File: config.mk
export PLATFORM = sky130hd
export DESIGN_NAME = fetch_stage
export DESIGN_NICKNAME = d
export VERILOG_FILES = /design/src/rtl/fetch_stage.sv
export SDC_FILE = /design/constraint.sdc
export NUM_CORES = 1
export LEC_CHECK = 0
export ABC_AREA = 1
export CORE_UTILIZATION = 53
export DETAILED_ROUTE_END_ITERATION = 16
export GPL_TIMING_DRIVEN = 0
export PLACE_DENSITY = 0.92
export SYNTH_ARGS = -nofsm -noshare
export SYNTH_HDL_FRONTEND = slang
export SYNTH_SLANG_ARGS = --single-unit
File: constraint.sdc
create_clock -name clk -period 2.5 [get_ports clk]
set_input_delay 0.5 -clock clk [delete_from_list [all_inputs] [get_ports clk]]
set_output_delay 0.5 -clock clk [all_outputs]
set_load 0.03 [all_outputs]
File: src/rtl/fetch_stage.sv
// Instruction-fetch stage: PC register, single-outstanding imem handshake, IF/ID register.
// Optional FETCH_PERF_EN adds perf_fetch_cnt / perf_flush_cnt counters.
module fetch_stage #(
   parameter logic [31:0] RESET_PC = 32'h0000_0000,
   parameter logic [31:0] NOP_INST = 32'h0000_0000
) (
   input  logic        clk,
   input  logic        rst,
   input  logic        flush,
   input  logic        pc_ld,
   input  logic        IF_ID_write,
   input  logic [31:0] redirect_pc,
   output logic        imem_req,
   output logic [31:0] imem_addr,
   input  logic        imem_ack,
   input  logic [31:0] imem_rdata,
   output logic [31:0] if_id_inst,
   output logic [31:0] if_id_pc4,
   output logic        if_id_valid,
   output logic [1:0]  dbg_state
`ifdef FETCH_PERF_EN
   ,
   output logic [31:0] perf_fetch_cnt,
   output logic [31:0] perf_flush_cnt
`endif
);

   // imem handshake: imem_req stays high with imem_addr stable until the cycle
   // imem_ack is seen; exactly one request is ever outstanding.
   typedef enum logic [1:0] {S_REQ = 2'd0, S_HOLD = 2'd1, S_DROP = 2'd2} state_t;

   state_t      state, state_n;
   logic [31:0] pc, pc_n;
   logic [31:0] req_addr, req_addr_n;
   logic [31:0] hold_buf, hold_n;
   logic [31:0] inst_n, pc4_n;
   logic        valid_n;
   logic        advance;
   logic [31:0] redirect_al;
   logic [31:0] pc_plus4;

   assign advance     = pc_ld & IF_ID_write;
   assign redirect_al = redirect_pc & ~32'h3;
   assign pc_plus4    = pc + 32'd4;
   assign imem_req    = !rst && (state != S_HOLD);
   assign imem_addr   = req_addr;
   assign dbg_state   = state;

   always_comb begin
      state_n    = state;
      pc_n       = pc;
      req_addr_n = req_addr;
      hold_n     = hold_buf;
      inst_n     = if_id_inst;
      pc4_n      = if_id_pc4;
      valid_n    = if_id_valid;
      if (flush) begin
         pc_n    = redirect_al;
         hold_n  = '0;
         inst_n  = NOP_INST;
         valid_n = 1'b0;
         // Only a completed (or absent) request may be replaced; otherwise drain it in DROP.
         if ((state == S_HOLD) || imem_ack) begin
            state_n    = S_REQ;
            req_addr_n = redirect_al;
         end else begin
            state_n = S_DROP;
         end
      end else begin
         case (state)
            S_REQ: begin
               if (imem_ack && advance) begin
                  inst_n     = imem_rdata;
                  pc4_n      = req_addr + 32'd4;
                  valid_n    = 1'b1;
                  pc_n       = pc_plus4;
                  req_addr_n = pc_plus4;
               end else if (imem_ack) begin
                  hold_n  = imem_rdata;
                  state_n = S_HOLD;
               end else if (IF_ID_write) begin
                  inst_n  = NOP_INST;
                  valid_n = 1'b0;
               end
            end
            S_HOLD: begin
               if (advance) begin
                  inst_n     = hold_buf;
                  pc4_n      = pc_plus4;
                  valid_n    = 1'b1;
                  pc_n       = pc_plus4;
                  req_addr_n = pc_plus4;
                  state_n    = S_REQ;
               end
            end
            S_DROP: begin
               inst_n  = NOP_INST;
               valid_n = 1'b0;
               if (imem_ack) begin
                  state_n    = S_REQ;
                  req_addr_n = pc;
               end
            end
            default: state_n = S_REQ;
         endcase
      end
   end

   always_ff @(posedge clk) begin
      if (rst) begin
         state       <= S_REQ;
         pc          <= RESET_PC;
         req_addr    <= RESET_PC;
         hold_buf    <= '0;
         if_id_inst  <= NOP_INST;
         if_id_pc4   <= '0;
         if_id_valid <= 1'b0;
      end else begin
         state       <= state_n;
         pc          <= pc_n;
         req_addr    <= req_addr_n;
         hold_buf    <= hold_n;
         if_id_inst  <= inst_n;
         if_id_pc4   <= pc4_n;
         if_id_valid <= valid_n;
      end
   end

`ifdef FETCH_PERF_EN
   logic fetch_load;
   assign fetch_load = !flush && valid_n &&
                       (((state == S_REQ) && imem_ack && advance) || ((state == S_HOLD) && advance));

   always_ff @(posedge clk) begin
      if (rst) begin
         perf_fetch_cnt <= '0;
         perf_flush_cnt <= '0;
      end else begin
         if (fetch_load) perf_fetch_cnt <= perf_fetch_cnt + 32'd1;
         if (flush)      perf_flush_cnt <= perf_flush_cnt + 32'd1;
      end
   end
`endif

endmodule

-- Word level (Yosys, flattened, before mapping)
Cells that the tools add are included.
- register bits: 163
- bits in latches: 0
- bits in writable memories: 0
- bits in read-only memories: 0
- bits of input ports: 70
- output and inout bits: 100
- word-level logic and storage cells: 70
- memories kept: 0
- $add $sub $neg: 2
- $mul: 0
- div/mod/pow operators: 0
- magnitude comparators: 0
- equal/unequal tests: 13
- shifts and indexed selects: 0
- muxes and demuxes: 27
- bitwise operators: 3
- reductions and logical operators: 17
- operator list (cell ; number):
    $mux W32 ; 11
    $pmux W32 S3 ; 2
    $pmux W32 S2 ; 2
    $add A32 B3 Y32 const B ; 2
    $ne A3 B3 Y1 const B ; 7
    $mux W2 ; 6
    $reduce_and A4 Y1 ; 3
    $reduce_and A3 Y1 ; 3
    $pmux W2 S3 ; 1
    $reduce_bool A3 Y1 ; 2
    $reduce_and A5 Y1 ; 1
    $mux W1 ; 4
    $ne A2 B1 Y1 const B ; 2
    $ne A2 B2 Y1 const B ; 2
    $reduce_bool A4 Y1 ; 1
    $pmux W1 S3 ; 1
    $eq A2 B1 Y1 const B ; 1
    $eq A2 B2 Y1 const B ; 1
    $logic_and A1 B1 Y1 ; 2
    $logic_not A2 Y1 ; 1
    $not A1 Y1 ; 2
    $reduce_bool A2 Y1 ; 1
    $reduce_or A2 Y1 ; 1
    $and A1 B1 Y1 ; 1
    other kinds (2) ; 2

-- Logic depth before layout (Yosys ltp)
- depth in word-level cells: 5
- gate-level depth with buffers: 12
- gate-level depth less buffers: 12

-- Worst setup path before layout
OpenSTA, ideal clock, no wires.
- path kind: reg-to-output
- from: reg state[1], in the netlist dbg_state[1]
- to: out imem_req
- arrival time: 1.807 ns
- data required time: 2.000 ns
- slack: 0.193 ns
- stages on the path, launching flop included: 7
- path buffers: 3
- path through: dfxtp_1 > inv_1 > ha_1 > buf_2 > clkbuf_1 > clkbuf_1 > nor2_1
- cells in the longest elaborated chain, start to end: 2
- RTL lines (element ; line ; text):
    from (decl) ; 32 ; state_t state, state_n;
    from (signal assigned) ; 119 ; state <= state_n;
    $ne A2 B1 Y1 ; 45 ; assign imem_req = !rst && (state != S_HOLD);
    $logic_and A1 B1 Y1 ; 45 ;
    to (decl) ; 13 ; output logic imem_req,
Every way passes these cells.

-- Worst setup path after layout
- from: in rst
- to: out imem_req
- cells in the longest elaborated chain, start to end: 2
- RTL lines (element ; line ; text):
    from (decl) ; 8 ; input logic rst,
    $logic_not A1 Y1 ; 45 ;
    $logic_and A1 B1 Y1 ; 45 ;
Every way passes these cells.

==> run_results.csv <==
group,metric,value,unit
status,status,"finished, final reports clean",
critical_path,cp-start-kind,"input port",
die,start_util,54.9,%
drt,viasPerCell,5.83,
clocking,clk_latency,0.44,ns
die,dieArea,17200,um2
critical_path,crit_required,2.00,ns
yosys,yosys.area.top_type_share,35.6,%
sta,post-route-min-period,2.43,ns
clocking,cts_buffer_depth,2,
die,num_rows,46,
place,io_buffers,163,
sta,finalSetupViolCount,0,
global_route,grt_max_degree,17,
clocking,cts_buffers,17,
yosys,yosysMostFrequentCell,"nand2_1",
drt,wl,34200,um
global_route,grt.overflow.total,0,
sta,setup_ws,0.0699,ns
power,p_sw_share,37.5,%
power,leakage,4.41,nW
yosys,yosysTopAreaCell,"dfxtp_1",
global_route,grt_usage,40.8,%
place,place.gp.congestion,1.01,
sta,rsz0062_at_grt,"no",
power,p_per_area,719,nW/um2
clocking,clockRootBuffer,"clkbuf_16",
die,die_x,131,um
critical_path,arrival,1.93,ns
sta,fin_tns_setup,0,ns
finish,nNetsFinal,1663,
clocking,h-tree-depth,4,
yosys,synth_edf_count,0,
die,ioPinCount,170,
finish,diodes,0,
die,coreArea,16100,um2
drt,drc,0,
yosys,yosys_warnings,0,
sta,tightest_slew,0.805,ns
place,pre_cts_slack,-0.471,ns
drt,vias,10600,
critical_path,worstRegToRegCells,12,
power,p_int,5.08,mW
clocking,hold_buffers,0,
drt,dr.pass1.iters,5,
sta,drv_slew,0,
clocking,cts_tree,"yes",
power,power_frac_clock,32.1,%
worst_hold_path,hp-class,"register to register",
clocking,cts.sinks,157,
finish,drive_above_1_share,5.57,%
global_route,antenna_found_initial,0,
worst_hold_path,hold_depth,2,
power,ir_worst_vdd,0.636,mV
yosys,synthArstFlopShare,0,%
yosys,synth_area,8820,um2
finish,fill_cells,1354,
clocking,clk_transition_reported_paths,0.06,ns
drt,antenna_left,0,
yosys,ys_seq_elements,157,
global_route,grt_pass1_wl,51900,um
run,drv_cap,0,
power,combinationalPowerShare,29.2,%
yosys,ys_top_cells_by_count,"nand2_1 (304), nor2_1 (222), o21ai_0 (164)",
drt,routedWlPerCell,18.8,um
finish,area_growth,28.2,%
sta,finalCritPeriodShare,97.2,%
yosys,ys.flop_type,"dfxtp_1",
critical_path,cp_max_fo,10,
die,dieHeight,131,um
power,p_switching,3.05,mW
yosys,synth_cell_types,33,
place,dp_hpwl,25700,um
sta,slew_headroom,46.3,%
power,p_seq_share,38.7,%
sta,finClkSkew,0.00931,ns
yosys,synth_seq_area_share,35.6,%
sta,hold_viol,0,
critical_path,criticalPathCategory,"input port to primary output",
sta,maxClockFrequency,0.412,GHz
yosys,syn-instance-count,1403,
yosys,ys_top_cells_by_area,"dfxtp_1 (36%), nand2_1 (13%), nor2_1 (9.5%)",
drt,first_iter_violations,1316,
critical_path,end_kind,"primary output",
global_route,grt_pass1_vias,9597,
yosys,syn_avg_cell_area,6.28,um2
[placed cells by master, fill, tap and decap left out, types with 6 or more instances in the layout]
cell	n
buf_4	11
o21a_1	9
dfxtp_1	156
clkbuf_1	50
nor2_2	6
clkbuf_16	17
clkdlybuf4s50_1	162
o21ai_0	164
nand2_1	304
nor2_1	221
nand3b_1	10
buf_2	19
inv_2	10
nand3_1	65
o21ai_1	25
o211ai_1	7
xor2_1	15
a21oi_1	140
a31oi_1	9
inv_1	118
o22ai_1	25
[registers in the layout, indices dropped and copies added (netlist names)]
name         flops
hold_buf        32
if_id_inst      32
if_id_pc4       30
imem_addr       30
pc              30
dbg_state        2
if_id_valid      1
[repair_timing]
action / 4_1_cts / 5_1_grt
cloned: 0 / 0
setup endpoints to repair: 1 / 5
gates resized for setup: 8 / 3
setup buffers: 0 / 0
[routing by layer]
layer	GRT usage [%]	vias up	share of wire, %
met4	25.2	0	6.0
li1	-	4940	-
met2	65.8	691	45
met3	7.98	122	9.7
met5	0	-	0
met1	50.3	4826	39
[worst max-delay path: stages]
cell and delay [ns]:
clkdlybuf4s50_1 0.65, clkbuf_1 0.46, nor2_1 0.11, buf_2 0.20
[final timing paths]
path | start | endpoint | slack, ns
worst max register to register | dbg_state[1] | imem_addr[16] | 0.19
worst min register to register | hold_buf[11] | hold_buf[11] | 0.46
worst min-delay path | hold_buf[11] | hold_buf[11] | 0.46
worst max-delay path | rst | imem_req | 0.07
[layout make-up]
class / count / area [um2] / area share, %
Buffer: 83 / 379 / 3.35
Clock buffer: 19 / 433 / 3.83
Clock inverter: 12 / 140 / 1.24
Inverter: 129 / 484 / 4.28
Multi-Input combinational cell: 1036 / 4830 / 42.7
Sequential cell: 157 / 3140 / 27.8
Tap cell: 216 / 270 / 2.39
Timing Repair Buffer: 163 / 1630 / 14.4
[cell families after synthesis]
logic type	count (synthesis)	synth area share, %
DFF	157	35.6
and+or+nand+nor	624	28.9
adders and majority gates	6	0.851
buffers and inverters	213	9.76
other	1	0.0425
xor gates and xnor gates	18	1.79
AOI/OAI and AO/OA	384	23.0
[power groups by stage]
stage	combinational (mW)	sequential (mW)	clock, mW
2_1_floorplan	1.12	3.36	0
3_5_place_dp	2.31	3.18	0
4_1_cts	2.33	3.13	2.59
6_report	2.37	3.15	2.61
5_1_grt	2.57	3.16	2.70
3_3_place_gp	2.28	3.18	0
[stage by stage]
stage	utilization [%]	power [mW]	instance area (um2)	instances	hold WS, ns
2_1_floorplan	-	4.47	8830	1406	0.429
3_3_place_gp	66.8	5.46	10700	1785	0.438
3_5_place_dp	66.8	5.49	10700	1785	0.446
4_1_cts	70.4	8.05	11300	1815	0.456
5_1_grt	70.4	8.43	11300	1815	0.474
6_report	70.4	8.14	11300	1815	0.456
Note: power is estimated with default switching activity, not from simulation.
